===== src/rtl/srt_pkg.sv =====
// Shared types and constants for the parametrised radix-2 SRT divider.
package srt_pkg;

  typedef enum logic [2:0] {
    IDLE = 3'd0,
    PREP = 3'd1,
    ITER = 3'd2,
    FIX  = 3'd3,
    DONE = 3'd4
  } state_e;

  // Quotient digit encoding: two's complement of {-1, 0, +1}.
  localparam logic [1:0] QPOS  = 2'b01;
  localparam logic [1:0] QZERO = 2'b00;
  localparam logic [1:0] QNEG  = 2'b11;

  // Thresholds on the top 3 bits of the shifted partial remainder.
  // Those bits weigh -2, +1, +1/2 relative to the normalised divisor scale,
  // so one LSB is 1/2 and the truncated estimate is exact at +-1/2.
  localparam logic signed [2:0] SEL_POS = 3'sd1;   // >= +1/2
  localparam logic signed [2:0] SEL_NEG = -3'sd1;  // <  -1/2

  function automatic logic [1:0] sel_digit(input logic signed [2:0] top);
    if (top >= SEL_POS)     return QPOS;
    else if (top < SEL_NEG) return QNEG;
    else                    return QZERO;
  endfunction

endpackage


===== src/rtl/srt_otf_conv.sv =====
// On-the-fly converter: builds Q and QM = Q - 1 from signed-digit quotient
// digits, one digit per load, so no carry-propagate step is needed at the end.
module srt_otf_conv #(
  parameter int N_W = 8
) (
  input  logic           clk,
  input  logic           reset,
  input  logic           clear,
  input  logic           load,
  input  logic [1:0]     digit,
  output logic [N_W-1:0] q,
  output logic [N_W-1:0] qm
);
  import srt_pkg::*;

  logic [N_W-1:0] q_q, q_d;
  logic [N_W-1:0] qm_q, qm_d;

  // Next Q/QM: append the digit to whichever of Q or QM keeps both exact.
  always_comb begin
    q_d  = q_q;
    qm_d = qm_q;
    if (clear) begin
      q_d  = '0;
      qm_d = '1;
    end else if (load) begin
      case (digit)
        QPOS: begin
          q_d  = {q_q[N_W-2:0], 1'b1};
          qm_d = {q_q[N_W-2:0], 1'b0};
        end
        QNEG: begin
          q_d  = {qm_q[N_W-2:0], 1'b1};
          qm_d = {qm_q[N_W-2:0], 1'b0};
        end
        default: begin
          q_d  = {q_q[N_W-2:0], 1'b0};
          qm_d = {qm_q[N_W-2:0], 1'b1};
        end
      endcase
    end
  end

  // Q/QM registers.
  always_ff @(posedge clk) begin
    if (reset) begin
      q_q  <= '0;
      qm_q <= '1;
    end else begin
      q_q  <= q_d;
      qm_q <= qm_d;
    end
  end

  assign q  = q_q;
  assign qm = qm_q;

endmodule


===== src/rtl/srt_div_p.sv =====
// Parametrised radix-2 SRT integer divider with valid/ready on both sides,
// signed/unsigned mode, fixed latency and divide-by-zero / overflow flags.
module srt_div_p #(
  parameter int N_W = 8,
  parameter int D_W = 6
) (
  input  logic           clk,
  input  logic           reset,
  input  logic           in_valid,
  output logic           in_ready,
  input  logic           op_signed,
  input  logic [N_W-1:0] N,
  input  logic [D_W-1:0] D,
  output logic           out_valid,
  input  logic           out_ready,
  output logic [N_W-1:0] Q,
  output logic [D_W-1:0] R,
  output logic           dz,
  output logic           ovf
);
  import srt_pkg::*;

  // Partial remainder holds 2P for P in [-Y, Y), Y = Dnorm << N_W.
  localparam int PW = N_W + D_W + 2;
  localparam int CW = $clog2(N_W);
  localparam int KW = $clog2(D_W);
  localparam logic [N_W-1:0] QMIN = {1'b1, {(N_W-1){1'b0}}};

  state_e         state_q, state_d;
  logic [N_W-1:0] n_q, n_d;
  logic [D_W-1:0] d_q, d_d;
  logic           sgn_q, sgn_d;
  logic [PW-1:0]  p_q, p_d;
  logic [D_W-1:0] dn_q, dn_d;
  logic [KW-1:0]  k_q, k_d;
  logic           sq_q, sq_d;
  logic           sr_q, sr_d;
  logic [CW-1:0]  cnt_q, cnt_d;
  logic [N_W-1:0] q_q, q_d;
  logic [D_W-1:0] r_q, r_d;
  logic           dz_q, dz_d;
  logic           ovf_q, ovf_d;
  logic           out_valid_q, out_valid_d;

  logic [N_W-1:0] amag;
  logic [D_W-1:0] bmag;
  logic [KW-1:0]  lz;
  logic [PW-1:0]  p2, y;
  logic signed [2:0] sel_top;
  logic [1:0]     digit;
  logic           otf_clear, otf_load;
  logic [N_W-1:0] otf_q, otf_qm;
  logic           p_neg;
  logic [N_W-1:0] qmag;
  logic [D_W-1:0] rnorm, rmag;

  srt_otf_conv #(.N_W(N_W)) u_otf (
    .clk   (clk),
    .reset (reset),
    .clear (otf_clear),
    .load  (otf_load),
    .digit (digit),
    .q     (otf_q),
    .qm    (otf_qm)
  );

  // Operand magnitudes and the left shift that puts |D|'s MSB at the top.
  always_comb begin
    amag = (sgn_q && n_q[N_W-1]) ? -n_q : n_q;
    bmag = (sgn_q && d_q[D_W-1]) ? -d_q : d_q;
    lz   = '0;
    for (int i = 0; i < D_W; i++)
      if (bmag[i]) lz = KW'(D_W - 1 - i);
  end

  // Digit selection, iteration operands and final correction terms.
  always_comb begin
    p2      = p_q << 1;
    y       = {{(PW-D_W){1'b0}}, dn_q} << N_W;
    sel_top = p2[PW-1 -: 3];
    digit   = sel_digit(sel_top);
    p_neg   = p_q[PW-1];
    qmag    = p_neg ? otf_qm : otf_q;
    // Final P is a multiple of 2^N_W and lands in [0, Dnorm) after correction,
    // so the D_W-bit slice above N_W is the whole normalised remainder.
    rnorm   = p_neg ? p_q[N_W +: D_W] + dn_q : p_q[N_W +: D_W];
    rmag    = rnorm >> k_q;
  end

  // FSM next state, datapath updates and result loading.
  always_comb begin
    state_d     = state_q;
    n_d         = n_q;
    d_d         = d_q;
    sgn_d       = sgn_q;
    p_d         = p_q;
    dn_d        = dn_q;
    k_d         = k_q;
    sq_d        = sq_q;
    sr_d        = sr_q;
    cnt_d       = cnt_q;
    q_d         = q_q;
    r_d         = r_q;
    dz_d        = dz_q;
    ovf_d       = ovf_q;
    out_valid_d = 1'b0;
    otf_clear   = 1'b0;
    otf_load    = 1'b0;
    case (state_q)
      IDLE: begin
        if (in_valid) begin
          n_d     = N;
          d_d     = D;
          sgn_d   = op_signed;
          state_d = PREP;
        end
      end
      PREP: begin
        p_d       = {{(PW-N_W){1'b0}}, amag} << lz;
        dn_d      = bmag << lz;
        k_d       = lz;
        sq_d      = sgn_q && (n_q[N_W-1] ^ d_q[D_W-1]);
        sr_d      = sgn_q && n_q[N_W-1];
        cnt_d     = '0;
        otf_clear = 1'b1;
        state_d   = ITER;
      end
      ITER: begin
        otf_load = 1'b1;
        case (digit)
          QPOS:    p_d = p2 - y;
          QNEG:    p_d = p2 + y;
          default: p_d = p2;
        endcase
        cnt_d = cnt_q + 1'b1;
        if (cnt_q == CW'(N_W - 1)) state_d = FIX;
      end
      FIX: begin
        if (d_q == '0) begin
          q_d   = '1;
          r_d   = n_q[D_W-1:0];
          dz_d  = 1'b1;
          ovf_d = 1'b0;
        end else begin
          q_d   = sq_q ? -qmag : qmag;
          r_d   = sr_q ? -rmag : rmag;
          dz_d  = 1'b0;
          // Magnitude too large for a signed result, except -2^(N_W-1) itself.
          ovf_d = sgn_q && qmag[N_W-1] && !(sq_q && qmag == QMIN);
        end
        state_d = DONE;
      end
      DONE: begin
        // out_valid is a flop that follows DONE by one cycle; the result
        // registers are already stable from FIX onwards.
        if (out_valid_q && out_ready) state_d = IDLE;
        else                          out_valid_d = 1'b1;
      end
      default: state_d = IDLE;
    endcase
  end

  // State, operand, datapath and result registers.
  always_ff @(posedge clk) begin
    if (reset) begin
      state_q     <= IDLE;
      n_q         <= '0;
      d_q         <= '0;
      sgn_q       <= 1'b0;
      p_q         <= '0;
      dn_q        <= '0;
      k_q         <= '0;
      sq_q        <= 1'b0;
      sr_q        <= 1'b0;
      cnt_q       <= '0;
      q_q         <= '0;
      r_q         <= '0;
      dz_q        <= 1'b0;
      ovf_q       <= 1'b0;
      out_valid_q <= 1'b0;
    end else begin
      state_q     <= state_d;
      n_q         <= n_d;
      d_q         <= d_d;
      sgn_q       <= sgn_d;
      p_q         <= p_d;
      dn_q        <= dn_d;
      k_q         <= k_d;
      sq_q        <= sq_d;
      sr_q        <= sr_d;
      cnt_q       <= cnt_d;
      q_q         <= q_d;
      r_q         <= r_d;
      dz_q        <= dz_d;
      ovf_q       <= ovf_d;
      out_valid_q <= out_valid_d;
    end
  end

  assign in_ready  = (state_q == IDLE);
  assign out_valid = out_valid_q;
  assign Q         = q_q;
  assign R         = r_q;
  assign dz        = dz_q;
  assign ovf       = ovf_q;

endmodule


===== config.mk =====
export PLATFORM = sky130hd
export DESIGN_NAME = srt_div_p
export DESIGN_NICKNAME = d
export VERILOG_FILES = /design/src/rtl/srt_pkg.sv /design/src/rtl/srt_otf_conv.sv /design/src/rtl/srt_div_p.sv
export SDC_FILE = /design/constraint.sdc
export NUM_CORES = 1
export LEC_CHECK = 0
export CORE_AREA = 5 5 105 107
export DETAILED_ROUTE_END_ITERATION = 10
export DIE_AREA = 0 0 110 112
export DONT_BUFFER_PORTS = 1
export GPL_TIMING_DRIVEN = 0
export PLACE_DENSITY = 0.72
export SLEW_MARGIN = 25
export SYNTH_ARGS = -nofsm -noshare
export SYNTH_HDL_FRONTEND = slang
export SYNTH_SLANG_ARGS = --single-unit
export TNS_END_PERCENT = 5

===== constraint.sdc =====
create_clock -name clk -period 3.25 [get_ports clk]
set_clock_uncertainty 0.05 [all_clocks]
set_input_delay 0.8125 -clock clk [delete_from_list [all_inputs] [get_ports clk]]
set_output_delay 0.8125 -clock clk [all_outputs]
set_load 0.01 [all_outputs]

==> flow_summary_export.csv <==
group,metric,value,unit
power,share_seq_of_total_power,41.2,%
clocking,cts_hold_buf,0,
worst_setup_path,r2r_start,"dn_q[1]",
clocking,cts_tree,"done",
flow_run,drv_cap,0,
cells_and_area,layout_common_cells,"nor2_1 (82), nand2_1 (77), dfxtp_1 (72)",
power,power_density,438,nW/um^2
logic_synthesis,synthSimpleGateAreaFrac,20.7,%
worst_setup_path,cp-end-kind,"register",
place,globalplace.congestion,0.893,
logic_synthesis,yosysUniqueCellTypes,76,
logic_synthesis,synthesis.area,5370,um^2
logic_synthesis,synth_xor_area_share,5.19,%
logic_synthesis,synthFlopType,"dfxtp_1",
power,ir_worst_vdd,0.387,mV
timing,setup_violations,1,
worst_setup_path,path_class,"reg -> reg",
die,die_w,110,um
die,initial_core_util,53.5,%
timing,period_minus_slack,3.29,ns
logic_synthesis,async_reset_ff_share,0,%
logic_synthesis,synthMuxAreaShare,10.3,%
die,io_pins,37,
worst_setup_path,crit_end,"R[4]",
die,core_area,10000,um^2
timing,drv_slew,0,
clocking,clk_pin_slew_worst_paths,0.08,ns
worst_setup_path,cp.arrival,3.47,ns
worst_setup_path,regToRegEndpoint,"R[4]",
timing,hold_viol,0,
cells_and_area,final_common_cell,"nor2_1",
worst_setup_path,critPathSlowestCell,"mux4_2",
logic_synthesis,synth_edf_count,0,
power,power_switching,881,uW
power,clockPowerShare,31.2,%
power,swShare,32.6,%
worst_setup_path,cp_slowest_stage_delay,0.49,ns
cells_and_area,syn2layout_area_growth,14.9,%
routing,drc,0,
routing,drt_iter0_markers,311,
run_status,status,"finished with violations",
logic_synthesis,yosysWarnings,0,
die,die_h,112,um
timing,timing.final.ws_setup,-0.0396,ns
power,power.internal,1.82,mW
timing,worstMarginPinSlew,0.756,ns
logic_synthesis,synthAdderAreaFrac,5.40,%
clocking,cts_root_buf,"clkbuf_8",
global_routing,antenna_found_initial,0,
run_status,violations,"negative setup slack",
die,fp-row-count,37,
timing,timing.final.crit_share,101,%
global_routing,grt_max_degree,13,
clocking,cts_made_buffers,9,
logic_synthesis,syn-num-nets,710,
global_routing,grtUsageTotal,25.6,%
logic_synthesis,ys_seq_area_share,30.2,%
cells_and_area,insertedDiodeCount,0,
timing,maxSlewHeadroom,49.4,%
cells_and_area,fin_util,61.5,%
clocking,cts.path.max_buffers,2,
worst_setup_path,ff2ff_setup_slack,-0.04,ns
worst_setup_path,cp_common_cell,"ha_4",
power,p_leak,2.26,nW
routing,vias,5189,
global_routing,grt_pass1_wl,25.1,mm
logic_synthesis,synth-compound-area-share,23.1,%
die,dieArea,12300,um^2
routing,drt_wl_total,15.3,mm
timing,fmax,304,MHz
worst_setup_path,critPathLaunchType,"register",
logic_synthesis,synth_top_family_by_area,"compound AO/OA/AOI/OAI gates",
cells_and_area,nNetsFinal,735,
logic_synthesis,ys_ff_latch,81,
worst_setup_path,r2r_cells,12,
global_routing,gr-total-overflow,0,
routing,drt-wirelength-per-cell,18.4,um
worst_setup_path,startpoint,"dn_q[1]",
place,hpwl,11.3,mm
power,power_frac_comb,27.6,%
clocking,htreeDepth,3,
routing,first_pass_iters,5,
routing,routed_via_density,6.21,
worst_setup_path,path_cells,"ha_4 -> a211o_1 -> a21oi_2 -> nor2_1 -> mux4_2 -> mux2_4 -> a21oi_4 -> ha_4 -> inv_2 -> o41ai_4 -> mux2i_1 -> a31oi_1",
routing,ant_nets,0,
min_path,min_path_type,"reg -> reg",
worst_setup_path,crit_required,3.43,ns
clocking,clkSinkCount,81,
place,io_buffers,0,
worst_setup_path,path_max_fanout,6,
cells_and_area,drive_above_1_share,15.2,%
clocking,insertion_delay,0.37,ns
logic_synthesis,synthCells,669,
global_routing,grt_pass1_vias,5098,
timing,rsz0062_at_grt,"yes",
logic_synthesis,avgSynthCellArea,8.03,um^2
timing,final.setup.tns,-0.0396,ns
repair_timing:
item,in CTS,in global routing
pin swaps,6,13
gates resized for setup,31,32
cloned,0,0
setup endpoints to repair,12,13
buffers inserted,5,9
power groups by stage:
| stage | clock (mW) | combinational (mW) | sequential [mW] |
|---|---|---|---|
| floorplan | 0 | 0.523 | 1.11 |
| global placement | 0 | 0.648 | 1.13 |
| detailed placement | 0 | 0.666 | 1.13 |
| CTS | 0.849 | 0.687 | 1.11 |
| global route | 0.900 | 0.822 | 1.12 |
| finish | 0.843 | 0.745 | 1.11 |
worst min-delay path by stage:
stage | startpoint | endpoint | slack (ns) | cells past startpoint
3_5_place_dp | u_otf.q[0] | u_otf.q[0] | 0.44 | 2
4_1_cts | u_otf.q[0] | u_otf.q[0] | 0.44 | 2
6_report | u_otf.q[0] | u_otf.q[0] | 0.44 | 2
3_3_place_gp | u_otf.qm[7] | u_otf.qm[7] | 0.42 | 2
2_1_floorplan | p_q[0] | p_q[0] | 0.40 | 2
5_1_grt | ovf | ovf | 0.48 | 2
synth_stat cells, drive strengths merged (6+ instances only):
cell type / number / share of area, %
nor3: 21 / 2.0
a211oi: 22 / 3.2
nand2b: 6 / 0.84
ha: 20 / 4.7
a21oi: 59 / 5.6
nand3: 14 / 1.3
buf: 16 / 1.6
inv: 19 / 1.3
mux2i: 33 / 6.1
dfxtp: 81 / 30
xnor2: 19 / 3.2
a31oi: 10 / 1.2
clkbuf: 31 / 2.2
nor2b: 7 / 0.81
nand2: 77 / 5.4
nor2: 82 / 5.7
xor2: 12 / 2.0
mux2: 10 / 2.1
o21ai: 23 / 2.2
o211ai: 12 / 1.7
metal layers:
layer  vias to the layer above  wire, um  share of wire [%]  GRT usage [%]
met5                         -         0                  0              0
met4                         0       286                1.9           8.89
li1                       2480         -                  -              -
met3                        29       968                6.3           5.39
met1                      2512      6280                 41           31.7
met2                       168      7800                 51           43.4
per-stage QoR:
step | setup WS, ns | hold WS [ns] | area, um^2 | cells | total power [mW]
2_1_floorplan | 0.0142 | 0.403 | 5380 | 669 | 1.63
3_3_place_gp | -0.446 | 0.420 | 5550 | 805 | 1.78
3_5_place_dp | -0.536 | 0.436 | 5550 | 805 | 1.80
4_1_cts | -0.0983 | 0.445 | 5930 | 826 | 2.65
5_1_grt | -0.255 | 0.478 | 6180 | 835 | 2.84
6_report | -0.0396 | 0.442 | 6180 | 835 | 2.70
sequential cells by signal, indices dropped and copies added (netlist names), 3 cells and up:
| register | flops |
|---|---|
| Q | 8 |
| R | 6 |
| cnt_q | 3 |
| d_q | 6 |
| dn_q | 6 |
| k_q | 3 |
| n_q | 8 |
| p_q | 16 |
| state_q | 3 |
| u_otf.q | 8 |
| u_otf.qm | 8 |
critical path: cells and delay by family (launching register included):
kind | cells | cell delay [ns]
AND/OR/NAND/NOR | 1 | 0.07
flip-flops | 1 | 0.38
buffers and inverters | 1 | 0.04
AO/OA/AOI/OAI | 5 | 1.10
adder cells (fa/ha/maj) | 2 | 0.44
multiplexers | 3 | 1.07
final cells by class:
type,count,area (um^2)
multi-input cells,522,3740
fillers,897,3870
clock inverters,2,60.1
clock buffers,14,163
flip-flops and latches,81,1650
repair buffers,14,105
plain buffers,47,218
inverters,19,71.3
well taps,136,170
logic make-up after synthesis:
| logic type | count (synthesis) |
|---|---|
| and+or+nand+nor | 240 |
| AOI/OAI and AO/OA | 181 |
| DFF | 81 |
| buffers and inverters | 66 |
| muxes | 48 |
| xor gates and xnor gates | 31 |
| adders and majority gates | 22 |
Power figures use the tool's default switching activity.
